===== src/rtl/fft_frame_serializer.sv =====
// fft_frame_serializer: captures one packed complex FFT frame and streams it out
// one sample per valid/ready beat, in natural or bit-reversed order.
`default_nettype none

module fft_frame_serializer #(
  parameter int N_PTS  = 16,
  parameter int DW     = 32,
  parameter int BITREV = 0
) (
  input  logic                  clk,
  input  logic                  rst_n,
  input  logic                  in_valid,
  output logic                  in_ready,
  input  logic [N_PTS*DW-1:0]   in_re,
  input  logic [N_PTS*DW-1:0]   in_im,
  output logic                  out_valid,
  input  logic                  out_ready,
  output logic [DW-1:0]         out_re,
  output logic [DW-1:0]         out_im,
  output logic [$clog2(N_PTS)-1:0] out_idx,
  output logic                  out_last,
  output logic [15:0]           frames_done
);

  localparam int AW = $clog2(N_PTS);
  localparam logic [AW-1:0] LAST_CNT = AW'(N_PTS - 1);

  typedef enum logic [0:0] {
    IDLE   = 1'b0,
    STREAM = 1'b1
  } state_t;

  state_t              r_state;
  logic [AW-1:0]       r_cnt;
  logic [N_PTS*DW-1:0] r_frame_re;
  logic [N_PTS*DW-1:0] r_frame_im;

  logic          w_at_last;
  logic          w_capture;
  logic [AW-1:0] w_next_cnt;
  logic [AW-1:0] w_next_idx;

  function automatic logic [AW-1:0] map_idx(input logic [AW-1:0] c);
    logic [AW-1:0] r;
    r = c;
    if (BITREV != 0) begin
      for (int b = 0; b < AW; b++) r[b] = c[AW-1-b];
    end
    return r;
  endfunction

  assign w_at_last  = (r_state == STREAM) && (r_cnt == LAST_CNT);
  assign in_ready   = (r_state == IDLE) || (w_at_last && out_ready);
  assign w_capture  = in_valid && in_ready;
  assign w_next_cnt = r_cnt + AW'(1);
  assign w_next_idx = map_idx(w_next_cnt);

  // Element 0 maps to index 0 in both orders, so a capture always presents slice 0.
  always_ff @(posedge clk or negedge rst_n) begin
    if (!rst_n) begin
      r_state     <= IDLE;
      r_cnt       <= '0;
      r_frame_re  <= '0;
      r_frame_im  <= '0;
      frames_done <= '0;
      out_valid   <= 1'b0;
      out_last    <= 1'b0;
      out_re      <= '0;
      out_im      <= '0;
      out_idx     <= '0;
    end else begin
      if (w_capture) begin
        r_state    <= STREAM;
        r_cnt      <= '0;
        r_frame_re <= in_re;
        r_frame_im <= in_im;
        out_valid  <= 1'b1;
        out_last   <= 1'b0;
        out_re     <= in_re[DW-1:0];
        out_im     <= in_im[DW-1:0];
        out_idx    <= '0;
      end
      if ((r_state == STREAM) && out_ready) begin
        if (r_cnt == LAST_CNT) begin
          frames_done <= frames_done + 16'd1;
          if (!in_valid) begin
            r_state   <= IDLE;
            out_valid <= 1'b0;
            out_last  <= 1'b0;
          end
        end else begin
          r_cnt    <= w_next_cnt;
          out_idx  <= w_next_idx;
          out_re   <= r_frame_re[DW*int'(w_next_idx) +: DW];
          out_im   <= r_frame_im[DW*int'(w_next_idx) +: DW];
          out_last <= (w_next_cnt == LAST_CNT);
        end
      end
    end
  end

endmodule

`default_nettype wire


===== config.mk =====
export PLATFORM = sky130hd
export DESIGN_NAME = fft_frame_serializer
export DESIGN_NICKNAME = d
export VERILOG_FILES = /design/src/rtl/fft_frame_serializer.sv
export SDC_FILE = /design/constraint.sdc
export NUM_CORES = 2
export LEC_CHECK = 0
export CAP_MARGIN = 20
export CORE_AREA = 2 2 439 441
export DETAILED_ROUTE_END_ITERATION = 10
export DIE_AREA = 0 0 441 443
export PLACE_DENSITY = 0.57
export SLEW_MARGIN = 0
export SYNTH_ARGS = -nofsm -noshare
export SYNTH_HDL_FRONTEND = slang
export SYNTH_SLANG_ARGS = --single-unit

===== constraint.sdc =====
create_clock -name clk -period 4.9 [get_ports clk]
set_input_delay 1.47 -clock clk [delete_from_list [all_inputs] [get_ports clk]]
set_output_delay 1.47 -clock clk [all_outputs]
set_load 0.02 [all_outputs]

# == Yosys cells after proc, flatten, opt, wreduce, memory -nomap -nowiden ==
# Cells that the tools add are included.
# op_classes
n_addsub,2
n_eq_ne,2
shift,2
muxes,24
n_bitwise,1
n_reduce_logical,6
# ops
operator,count
$shiftx A512 B10 Y32,2
$mux W32,6
$mux W4,6
$add A16 B1 Y16 const B,1
$mux W1,12
$eq A4 B4 Y1 const B,2
$add A4 B1 Y4 const B,1
$logic_and A1 B1 Y1,4
$reduce_and A2 Y1,1
$logic_or A1 B1 Y1,1
$not A1 Y1,1
# word_totals
ff_bits,1115
in_bits,1028
output_inout_bits,87
word_cells,47

# == Longest topological paths before layout ==
# depth
ltp_word,9
depth_mapped,12
depth_no_buf,6

# == Worst setup path after synthesis ==
# Ideal clock, no wire load.
# synth_timing
kind,input to output
start,input port out_ready
end,output port in_ready
arrival_ps,1828
t_required_ps,3430
slack_ps,1602
path_stages,2
n_path_buf,0
path_cell_list,nand4_1 > nand2_1
# synth_via
elab_chain_len,2
# synth_lines
item,line,rtl
from (decl),17,"input logic out_ready,"
$logic_and A1 B1 Y1,53,assign in_ready = (r_state == IDLE) || (w_at_last && out_ready);
$logic_or A1 B1 Y1,53,
to (decl),13,"output logic in_ready,"
# Every way passes these cells.

# == Worst setup path after layout ==
# Ends and elaborated chain as after synthesis.

==> run metrics <==
pre-CTS setup slack 641 ps; vias in the first global route 43400; Top Family by Delay on Critical Path buffers and inverters; dpl cell area 0.0647 mm²; Slew @ Worst Pin 1000 ps; CTS H-tree lvls 4; FF+latch count, synth ~1100; Mean Syn Cell Area 9.60 µm²; core area between 0.15 and 0.2 mm²; Overall Power 0.0463 W; Die H between 400 and 500 µm; Resized Gates After CTS 0; Highest Clock Rate ~0.24 GHz; critical path startpoint category primary input; num rows 161; most common cell after layout, fill and taps aside nand2_1; nets 7327; Worst Hold Class flop to flop; Final GP Congestion around 0.94; CTS Buf Count 136; IO buf count 1114; CP cell instances clkdlybuf4s50_1, nand4_1, nand2_1, buf_12; pin count of the biggest net entering global routing between 100 and 150; Final Cell Area 0.0695 mm²; Post-CTS Setup Inserts 0; critical path data arrival time 2720 ps; WL per Instance 25.4 µm; fin crit period 4190 ps; Synthesis Warnings 0; Num Clock Sinks 1115; outcome completed; initial antenna violation count between 100 and 150; CTS Hold Bufs 0; Clock transition at path regs ~60 ps; Post-Route WL 229 mm; DRC 0; biggest cell delay along the critical path approximately 530 ps; Power Dens Cells 667 mW/mm²; fillcell total 19400; Die Area 0.195 mm²; Starting Density 26.2%; WHS roughly 470 ps; RSZ-0062 raised after global routing false; Max-cap violations 0; period utilization 85.6%; crit-path max FO 3; Leak 33.0 nW; Peak supply drop 0.353 mV; clk root buf clkbuf_16; sequential cell area fraction in the yosys report 55.7%; global route total overflow 0; crit path buf inv count 2; Routed Antenna Nets 0; clk_skew 41.7 ps; P&R area growth vs syn 38.6%; drt pass-1 iters 5; first-pass GRT wire length 320 mm; Max Slew Vio Count 0; post-route setup TNS 0 ps; Max clock buf depth 3; Total GRT Usage 23.1%; Skew-Pair Late Insertion Delay 800 ps; total I/O pin count 1115; Mapped Nets 6253; Worst Path Required 3430 ps; Mapped Cells around 5200; Detail Placement HPWL between 150 and 200 mm; Fin. Hold Viols 0; Initial DRC Count between 3000 and 4000; Setup Crit Path Kind primary input to output pin; vias per cell between 4 and 5; synthesized cell area 0.0501 mm²; Worst Setup End Kind output pin; commonest cells after routing, fill and taps aside 3097 x nand2_1, 1114 x dfrtp_1, 1112 x clkdlybuf4s50_1; Synth cell types 42; layout cells sized above 1 between 10% and 20%; final critical-path setup slack 705 ps; final setup fails 0; total vias in the final route 43000; worst rel slew slack 33.1%; Critical-path top delay cell clkdlybuf4s50_1; die width 441 µm; TritonCTS clock tree built
[tightest hold or removal path, delay by kind of cell, from the launching register on]
| kind | cells | cell delay, ps |
|---|---|---|
| simple gates | 2 | 100 |
| flops | 1 | 340 |
[metrics by stage]
step	std cells	utilization, %
final	9015	36.3
after global routing	9001	36.3
after CTS	8930	36.2
after detailed placement	8684	33.8
after global placement	8684	33.8
after floorplan	5222	-
[path summary, 6_finish.rpt]
path | cells after the start | endpoint | slack (ps) | startpoint
max in group asynchronous | 2 | r_frame_im[429] | 3030 | rst_n
worst min register to register | 2 | r_frame_re[322] | 470 | r_frame_re[322]
min in group asynchronous | 1 | r_frame_re[480] | 690 | rst_n
worst max-delay path | 4 | in_ready | 710 | out_ready
worst max register to register | 8 | out_im[5] | 1220 | r_cnt[0]
worst min-delay path | 2 | r_frame_re[322] | 470 | r_frame_re[322]
[power by group]
| group | internal, W | switching, W |
|---|---|---|
| Combinational | 0.00834 | 0.0105 |
| Clock | 0.00612 | 0.00432 |
| Sequential | 0.0139 | 0.00308 |
| Total | 0.0284 | 0.0179 |
[synthesized netlist by cell type]
cell,instances,area [µm²]
a2111oi_2,4,60.1
o2bb2ai_1,2,17.5
xor2_1,8,70.1
nor2_1,6,22.5
buf_4,22,165
nand4_1,6,37.5
mux2_2,17,191
buf_2,162,811
xnor2_1,10,87.6
a21oi_2,1,8.76
a21oi_1,65,325
and3_1,2,12.5
ha_1,3,37.5
a21o_1,3,22.5
o21ai_1,1,5.00
a22o_1,2,17.5
nor4b_1,1,8.76
and2_1,49,307
a221oi_2,4,60.1
or4_1,1,7.51
xor2_2,1,16.3
nand2_1,3098,11600
o21ai_0,3,15.0
a211o_1,16,140
nor4_1,16,100
and2_0,1,6.26
inv_1,5,18.8
a22oi_1,16,120
o211ai_1,1,7.51
buf_1,13,48.8
clkbuf_4,2,15.0
buf_6,13,146
dfrtp_1,1115,27900
clkbuf_1,132,495
nor3_1,20,100
a221oi_1,44,385
mux4_2,256,5770
mux2i_1,48,480
a2111oi_0,44,385
nand3_1,7,35.0
and4_1,1,8.76
a32o_1,1,10.0
[logic make-up (layout without fill, tap and decap cells)]
group | count (synthesis) | in the layout | synth area share (%)
AO/OA/AOI/OAI | 207 | 207 | 3.15
XOR/XNOR | 19 | 19 | 0.347
adder cells (fa/ha/maj) | 3 | 3 | 0.0749
buffers and inverters | 349 | 1531 | 3.39
flip-flops | 1115 | 1115 | 55.7
multiplexers | 321 | 321 | 12.8
other | 0 | 85 | 0
AND/OR/NAND/NOR | 3208 | 3208 | 24.5
[metal layers]
layer	wire, µm	share of wire (%)	vias up	track usage (%)
met5	137	0.060	-	0
met4	8970	3.9	24	10.6
met3	17500	7.6	358	6.05
met2	103000	45	1582	33.9
met1	99600	44	21800	31.6
li1	-	-	19200	-
[sequential cells by signal, summed over array words and instances, names as in the netlist]
| name | count |
|---|---|
| out_last | 1 |
| out_im | 32 |
| frames_done | 16 |
| r_state | 1 |
| out_idx | 4 |
| r_cnt | 4 |
| r_frame_re | 512 |
| out_re | 32 |
| out_valid | 1 |
| r_frame_im | 512 |
[layout make-up]
cell class	instances	area (µm²)	share of cell area (%)
well taps	2526	3160	4.55
inverters	5	18.8	0.0270
diodes	85	213	0.306
flip-flops and latches	1115	27900	40.2
clock inverters	47	617	0.888
clock buffers	199	3960	5.69
repair buffers	1280	12900	18.6
multi-input cells	3758	20700	29.7
Note: power is estimated with default switching activity, not from simulation.
